<file path="src/rtl/ysyx_bus_pkg.sv">
`default_nettype none
// =============================================================================
// ysyx_bus_pkg : AXI4-Lite response/size codes and LSU bridge state encoding
// Revision     : 1.0
// =============================================================================
package ysyx_bus_pkg;

    localparam logic [1:0] c_RESP_OKAY   = 2'd0;
    localparam logic [1:0] c_RESP_SLVERR = 2'd2;
    localparam logic [1:0] c_RESP_DECERR = 2'd3;

    localparam logic [2:0] c_SIZE_1B = 3'd0;
    localparam logic [2:0] c_SIZE_2B = 3'd1;
    localparam logic [2:0] c_SIZE_4B = 3'd2;

    typedef enum logic [2:0] {
        ST_IDLE    = 3'd0,
        ST_RD_ADDR = 3'd1,
        ST_RD_DATA = 3'd2,
        ST_WR_REQ  = 3'd3,
        ST_WR_RESP = 3'd4,
        ST_COOL    = 3'd5
    } bridge_state_e;

    // Right-aligned LSU byte mask to AXI xSIZE; anything wider than a half
    // word is issued as a full word.
    function automatic logic [2:0] size_from_strb(input logic [7:0] strb);
        case (strb)
            8'h01:   return c_SIZE_1B;
            8'h03:   return c_SIZE_2B;
            default: return c_SIZE_4B;
        endcase
    endfunction

endpackage
`default_nettype wire

</file>
<file path="src/rtl/lsu_lane_align.sv">
`default_nettype none
// =============================================================================
// lsu_lane_align : byte-lane shifter between right-aligned LSU data and the bus
// Revision       : 1.0
// =============================================================================
module lsu_lane_align #(
    parameter int DATA_W = 32
) (
    input  logic [1:0]          addr_lo_i,
    input  logic [DATA_W-1:0]   st_data_i,
    input  logic [DATA_W/8-1:0] st_strb_i,
    input  logic [DATA_W-1:0]   ld_bus_data_i,
    output logic [DATA_W-1:0]   st_bus_data_o,
    output logic [DATA_W/8-1:0] st_bus_strb_o,
    output logic [DATA_W-1:0]   ld_data_o
);

    logic [4:0] w_bit_shift;

    assign w_bit_shift = {addr_lo_i, 3'b000};

    // Lanes pushed past the top of the word are simply lost: word-crossing
    // accesses are not split.
    assign st_bus_data_o = st_data_i << w_bit_shift;
    assign st_bus_strb_o = st_strb_i << addr_lo_i;
    assign ld_data_o     = ld_bus_data_i >> w_bit_shift;

endmodule
`default_nettype wire

</file>
<file path="src/rtl/lsu_axi_bridge.sv">
`default_nettype none
// =============================================================================
// lsu_axi_bridge : LSU level-valid load/store -> AXI4-Lite master, one in flight
// Revision       : 1.0
// =============================================================================
module lsu_axi_bridge
    import ysyx_bus_pkg::*;
#(
    parameter int ADDR_W = 32,
    parameter int DATA_W = 32
) (
    input  logic                clk,
    input  logic                rst_n,
    // LSU load side
    input  logic [ADDR_W-1:0]   lsu_araddr,
    input  logic                lsu_arvalid,
    input  logic [7:0]          lsu_rstrb,
    output logic [DATA_W-1:0]   lsu_rdata,
    output logic                lsu_rvalid,
    // LSU store side
    input  logic [ADDR_W-1:0]   lsu_awaddr,
    input  logic                lsu_awvalid,
    input  logic [DATA_W-1:0]   lsu_wdata,
    input  logic [7:0]          lsu_wstrb,
    input  logic                lsu_wvalid,
    output logic                lsu_wready,
    output logic                lsu_fault,
    // AXI4-Lite AR/R
    output logic [ADDR_W-1:0]   m_araddr,
    output logic                m_arvalid,
    output logic [2:0]          m_arsize,
    input  logic                m_arready,
    input  logic [DATA_W-1:0]   m_rdata,
    input  logic [1:0]          m_rresp,
    input  logic                m_rvalid,
    output logic                m_rready,
    // AXI4-Lite AW/W/B
    output logic [ADDR_W-1:0]   m_awaddr,
    output logic                m_awvalid,
    output logic [2:0]          m_awsize,
    input  logic                m_awready,
    output logic [DATA_W-1:0]   m_wdata,
    output logic [DATA_W/8-1:0] m_wstrb,
    output logic                m_wvalid,
    input  logic                m_wready,
    input  logic [1:0]          m_bresp,
    input  logic                m_bvalid,
    output logic                m_bready
);

    bridge_state_e       state_q, state_d;
    logic [ADDR_W-1:0]   addr_q, addr_d;
    logic [DATA_W-1:0]   data_q, data_d;
    logic [7:0]          strb_q, strb_d;
    logic                aw_done_q, aw_done_d;
    logic                w_done_q, w_done_d;
    logic [DATA_W-1:0]   rdata_q, rdata_d;
    logic                rvalid_q, rvalid_d;
    logic                wready_q, wready_d;
    logic                fault_q, fault_d;

    logic [DATA_W-1:0]   w_st_bus_data;
    logic [DATA_W/8-1:0] w_st_bus_strb;
    logic [DATA_W-1:0]   w_ld_data;

    lsu_lane_align #(
        .DATA_W (DATA_W)
    ) u_lane_align (
        .addr_lo_i     (addr_q[1:0]),
        .st_data_i     (data_q),
        .st_strb_i     (strb_q[DATA_W/8-1:0]),
        .ld_bus_data_i (m_rdata),
        .st_bus_data_o (w_st_bus_data),
        .st_bus_strb_o (w_st_bus_strb),
        .ld_data_o     (w_ld_data)
    );

    always_ff @(posedge clk or negedge rst_n) begin
        if (!rst_n) begin
            state_q   <= ST_IDLE;
            addr_q    <= '0;
            data_q    <= '0;
            strb_q    <= '0;
            aw_done_q <= 1'b0;
            w_done_q  <= 1'b0;
            rdata_q   <= '0;
            rvalid_q  <= 1'b0;
            wready_q  <= 1'b0;
            fault_q   <= 1'b0;
        end else begin
            state_q   <= state_d;
            addr_q    <= addr_d;
            data_q    <= data_d;
            strb_q    <= strb_d;
            aw_done_q <= aw_done_d;
            w_done_q  <= w_done_d;
            rdata_q   <= rdata_d;
            rvalid_q  <= rvalid_d;
            wready_q  <= wready_d;
            fault_q   <= fault_d;
        end
    end

    always_comb begin
        state_d   = state_q;
        addr_d    = addr_q;
        data_d    = data_q;
        strb_d    = strb_q;
        aw_done_d = aw_done_q;
        w_done_d  = w_done_q;
        rdata_d   = rdata_q;
        rvalid_d  = 1'b0;
        wready_d  = 1'b0;
        fault_d   = 1'b0;

        case (state_q)
            ST_IDLE: begin
                // Loads take priority over a simultaneous store request.
                if (lsu_arvalid) begin
                    addr_d  = lsu_araddr;
                    strb_d  = lsu_rstrb;
                    state_d = ST_RD_ADDR;
                end else if (lsu_awvalid && lsu_wvalid) begin
                    addr_d    = lsu_awaddr;
                    data_d    = lsu_wdata;
                    strb_d    = lsu_wstrb;
                    aw_done_d = 1'b0;
                    w_done_d  = 1'b0;
                    state_d   = ST_WR_REQ;
                end
            end
            ST_RD_ADDR: begin
                if (m_arready) begin
                    state_d = ST_RD_DATA;
                end
            end
            ST_RD_DATA: begin
                if (m_rvalid) begin
                    rdata_d  = w_ld_data;
                    rvalid_d = 1'b1;
                    fault_d  = (m_rresp != c_RESP_OKAY);
                    state_d  = ST_COOL;
                end
            end
            ST_WR_REQ: begin
                // AW and W complete independently and may finish in either order.
                aw_done_d = aw_done_q | (m_awvalid & m_awready);
                w_done_d  = w_done_q  | (m_wvalid  & m_wready);
                if (aw_done_d && w_done_d) begin
                    state_d = ST_WR_RESP;
                end
            end
            ST_WR_RESP: begin
                if (m_bvalid) begin
                    wready_d = 1'b1;
                    fault_d  = (m_bresp != c_RESP_OKAY);
                    state_d  = ST_COOL;
                end
            end
            ST_COOL: begin
                state_d = ST_IDLE;
            end
            default: begin
                state_d = ST_IDLE;
            end
        endcase
    end

    // Every bus-side valid/ready comes from registered state only.
    assign m_araddr  = addr_q;
    assign m_arvalid = (state_q == ST_RD_ADDR);
    assign m_arsize  = size_from_strb(strb_q);
    assign m_rready  = (state_q == ST_RD_DATA);

    assign m_awaddr  = addr_q;
    assign m_awvalid = (state_q == ST_WR_REQ) && !aw_done_q;
    assign m_awsize  = size_from_strb(strb_q);
    assign m_wdata   = w_st_bus_data;
    assign m_wstrb   = w_st_bus_strb;
    assign m_wvalid  = (state_q == ST_WR_REQ) && !w_done_q;
    assign m_bready  = (state_q == ST_WR_RESP);

    assign lsu_rdata  = rdata_q;
    assign lsu_rvalid = rvalid_q;
    assign lsu_wready = wready_q;
    assign lsu_fault  = fault_q;

endmodule
`default_nettype wire

</file>
<file path="config.mk">
export PLATFORM = sky130hd
export DESIGN_NAME = lsu_axi_bridge
export DESIGN_NICKNAME = d
export VERILOG_FILES = /design/src/rtl/ysyx_bus_pkg.sv /design/src/rtl/lsu_lane_align.sv /design/src/rtl/lsu_axi_bridge.sv
export SDC_FILE = /design/constraint.sdc
export NUM_CORES = 1
export LEC_CHECK = 0
export BUFFER_PORTS_ARGS = -buffer_cell sky130_fd_sc_hd__buf_2
export CAP_MARGIN = 30
export CORE_AREA = 2 2 120 122
export CTS_BUF_LIST = sky130_fd_sc_hd__clkbuf_8
export CTS_CLUSTER_DIAMETER = 200
export DETAILED_ROUTE_END_ITERATION = 10
export DIE_AREA = 0 0 122 124
export HOLD_SLACK_MARGIN = 0.05
export PLACE_DENSITY = 0.78
export SYNTH_ARGS = -nofsm -noshare
export SYNTH_HDL_FRONTEND = slang
export SYNTH_SLANG_ARGS = --single-unit
</file>
<file path="constraint.sdc">
create_clock -name clk -period 2.9 [get_ports clk]
set_input_delay 0.29 -clock clk [delete_from_list [all_inputs] [get_ports clk]]
set_output_delay 0.29 -clock clk [all_outputs]
set_load 0.005 [all_outputs]
</file>
==> metrics.md <==
| Metric | Value |
|---|---|
| Leak | 3.935 nW |
| Port bufs | 301 |
| Outcome | finished clean |
| MaxCap Viol Count | 0 |
| Crit start category | flop |
| Pin count of the biggest net entering global routing | 74 |
| Die W | 122 µm |
| Largest family of logic cells by synthesized area | multiplexers |
| CP Capture Type | output port |
| # setup viols final | 0 |
| CTS tree | yes |
| Design Area, Final | 7621 µm² |
| Post-route ant nets | 0 |
| CTS root buffer | clkbuf_8 |
| Clk buf depth | 2 |
| # diodes | 0 |
| Final hold violation count | 0 |
| Max frequency | 425.6 MHz |
| GP Congestion | 0.8446 |
| DP Wirelength | 12790 µm |
| Worst hold path type | in -> reg |
| Util after Layout | 55.55% |
| Post-synthesis simple-gate area fraction | 11.46% |
| Vias in the first global route | 4846 |
| Adder-cell share of the synthesized area | 0% |
| Clk pwr share | 12.4% |
| Remaining Overflow, GRT | 0 |
| Post-Syn Instances | 591 |
| Int Pwr | 4.586 mW |
| FF+latch count, synth | 112 |
| Least-Margin Pin Slew | 0.6889 ns |
| Starting Density | 44.47% |
| RSZ-0062 raised after global routing | false |
| Fin crit share | 81.03% |
| Final net count | 994 |
| Placed instance area | 7416 µm² |
| Non-Filler Instances | 1020 |
| # rows | 43 |
| Max-slew headroom | 54.03% |
| Via density per instance | 5.101 |
| Compound-Gate Fraction of Synth Area | 11.46% |
| Final setup TNS | 0 ns |
| Peak supply drop | 0.4683 mV |
| Drt wl/cell | 16.25 µm |
| Sequential area share after synthesis | 45.94% |
| Synth Area per Inst | 10.32 µm² |
| Clk_lat worst skew | 0.39 ns |
| NetSw | 3.021 mW |
| Gate power share | 48.8% |
| Post-CTS Resized | 0 |
| Placed cells | 1004 |
| Ys Warns | 0 |
| Fin Clk Skew | 0.01374 ns |
| Final WL | 16580 µm |
| Worst Path Max Fanout | 73 |
| CTS Sinks | 112 |
| Critical path class | reg -> out |
| Critical Path Slowest Stage Cell | nor2_2 |
| Worst Path Arrival | 2.06 ns |
| Worst-path cell chain | buf_12, nor2_2, and2_1, buf_2 |
| Slew Limit Fails | 0 |
| Ports | 304 |
| Share of cells above drive strength 1 | 44.88% |
| Hold-critical path depth | 2 |
| Clock transition at path regs | 0.11 ns |
| Xor and xnor area share after synthesis | 0% |
| Reg2Reg Depth | 4 |
| Critical path required time | 2.61 ns |
| Global-route wire length before repair | 24800 µm |
| Distinct cell type count after synthesis | 36 |
| Pwr dens | 998.1 nW/µm² |
| Initial antenna violation count | 0 |
| Core Region | 13720 µm² |
| GRT Util Overall | 21.32% |
| Die ar. | 15130 µm² |
| Slowest stage delay, CP | 0.60 ns |
| TritonRoute pass-1 iters | 4 |
| Sw frac | 39.72% |
| Die Y | 124 µm |
| Routed via count | 5203 |
| Initial DRC Count | 260 |
| Post-CTS Setup Bufs | 0 |
| Register share of total power | 38.8% |
| CTS Buf Count | 9 |
| Area Growth Syn to Fin | 24.92% |
| DRC errors left | 0 |
| H-Tree Level Count | 3 |
| Multiplexer share of the synthesized area | 21.62% |
| Final min period | 2.350 ns |
| Syn Std Cell Area | 6101 µm² |
==> cell type report <==
cell class	instances	area [µm²]
clock buffer	10	137.6
clock inverter	5	57.56
fill	1254	6098
inverter	4	15.01
multi-input combinational	395	2734
sequential	112	2805
tap	180	225.2
timing repair buffer	314	1647
==> worst max-delay path: cells and delay by family, from the launching register on <==
kind                   cells  cell delay (ns)
AND/OR/NAND/NOR            2             0.82
buffers and inverters      2             0.32
flip-flops                 1             0.43
==> metal layers <==
layer	GRT usage [%]	vias up	part of all wire [%]
met5	0	-	0
met4	8.333	0	2.1
met3	3.755	21	6.7
met2	37.60	226	50
met1	25.99	2465	41
li1	-	2491	-
==> state kept, by name, indices dropped and copies added (netlist names), 3 cells and up <==
name,count
data_q,32
lsu_rdata,32
m_araddr,32
strb_q,8
state_q,3
==> power by group through the flow <==
stage,Clock [mW],Sequential (mW),Combinational (mW)
floorplan,0,2.81,2.60
global placement,0,2.95,3.65
detailed placement,0,2.97,3.74
CTS,0.972,2.95,3.76
global route,1.02,3.05,4.15
finish,0.942,2.95,3.72
==> synthesized netlist by cell type, drive strengths merged <==
cell type | n | area (µm²)
a211oi | 18 | 135.1
a21oi | 71 | 355.3
a31oi | 1 | 6.260
and2 | 10 | 62.56
and3b | 1 | 8.760
and4b | 1 | 10.01
buf | 71 | 524.3
clkbuf | 10 | 37.54
conb | 1 | 3.750
dfrtp | 112 | 2803
inv | 4 | 15.01
mux2 | 42 | 578.1
mux2i | 74 | 740.7
nand2 | 44 | 165.2
nand2b | 1 | 6.260
nand3 | 2 | 10.01
nand4 | 1 | 6.260
nor2 | 66 | 250.2
nor2b | 19 | 118.9
nor3 | 2 | 21.27
nor3b | 2 | 25.02
nor4 | 1 | 6.260
nor4b | 1 | 8.760
o21ai | 26 | 130.1
o22ai | 2 | 12.51
o31ai | 8 | 60.06
==> metrics by stage <==
| stage | hold WS, ns | setup slack [ns] | power, mW |
|---|---|---|---|
| finish | 0.1239 | 0.5501 | 7.607 |
| global route | 0.1056 | 0.4496 | 8.221 |
| CTS | 0.1032 | 0.5397 | 7.676 |
| detailed placement | 0.3755 | 0.7112 | 6.718 |
| global placement | 0.3663 | 0.7725 | 6.601 |
| floorplan | -0.005591 | 1.294 | 5.405 |
==> what timing repair did <==
action | in CTS | in global routing
endpoints found under the hold margin | 50 | 0
setup endpoints to repair | 0 | 0
hold buffers | 1 | 0
==> final timing paths <==
kind | startpoint | endpoint | slack (ns)
worst min-delay path | lsu_wdata[17] | data_q[17]$_DFFE_PN0P_ | 0.12
worst max-delay path | m_araddr[0]$_DFFE_PN0P_ | m_wdata[2] | 0.55
min in group asynchronous | rst_n | data_q[16]$_DFFE_PN0P_ | 0.48
max in group asynchronous | rst_n | m_araddr[4]$_DFFE_PN0P_ | 1.69
worst max register to register | state_q[1]$_DFFE_PN0P_ | data_q[27]$_DFFE_PN0P_ | 0.71
worst min register to register | lsu_rdata[19]$_DFFE_PN0P_ | lsu_rdata[19]$_DFFE_PN0P_ | 0.48
==> cells by family after synthesis <==
group | Yosys count
compound gates | 126
buf+inv | 85
flops | 112
mux | 116
other cells | 1
simple gates | 151
==> layout by cell type (no fill, tap or decap), types with 12 or more instances in the layout <==
master    synthesis  layout
buf_2            20     300
dfrtp_1         112     110
mux2i_1          74      74
a21oi_1          71      71
nor2_1           65      65
nand2_1          44      44
mux2_4           28      28
nor2b_1          19      18
a211oi_1         18      18
o21ai_1          18      18
mux2_2           12      12
No activity file was read; power rests on OpenSTA's default activity.
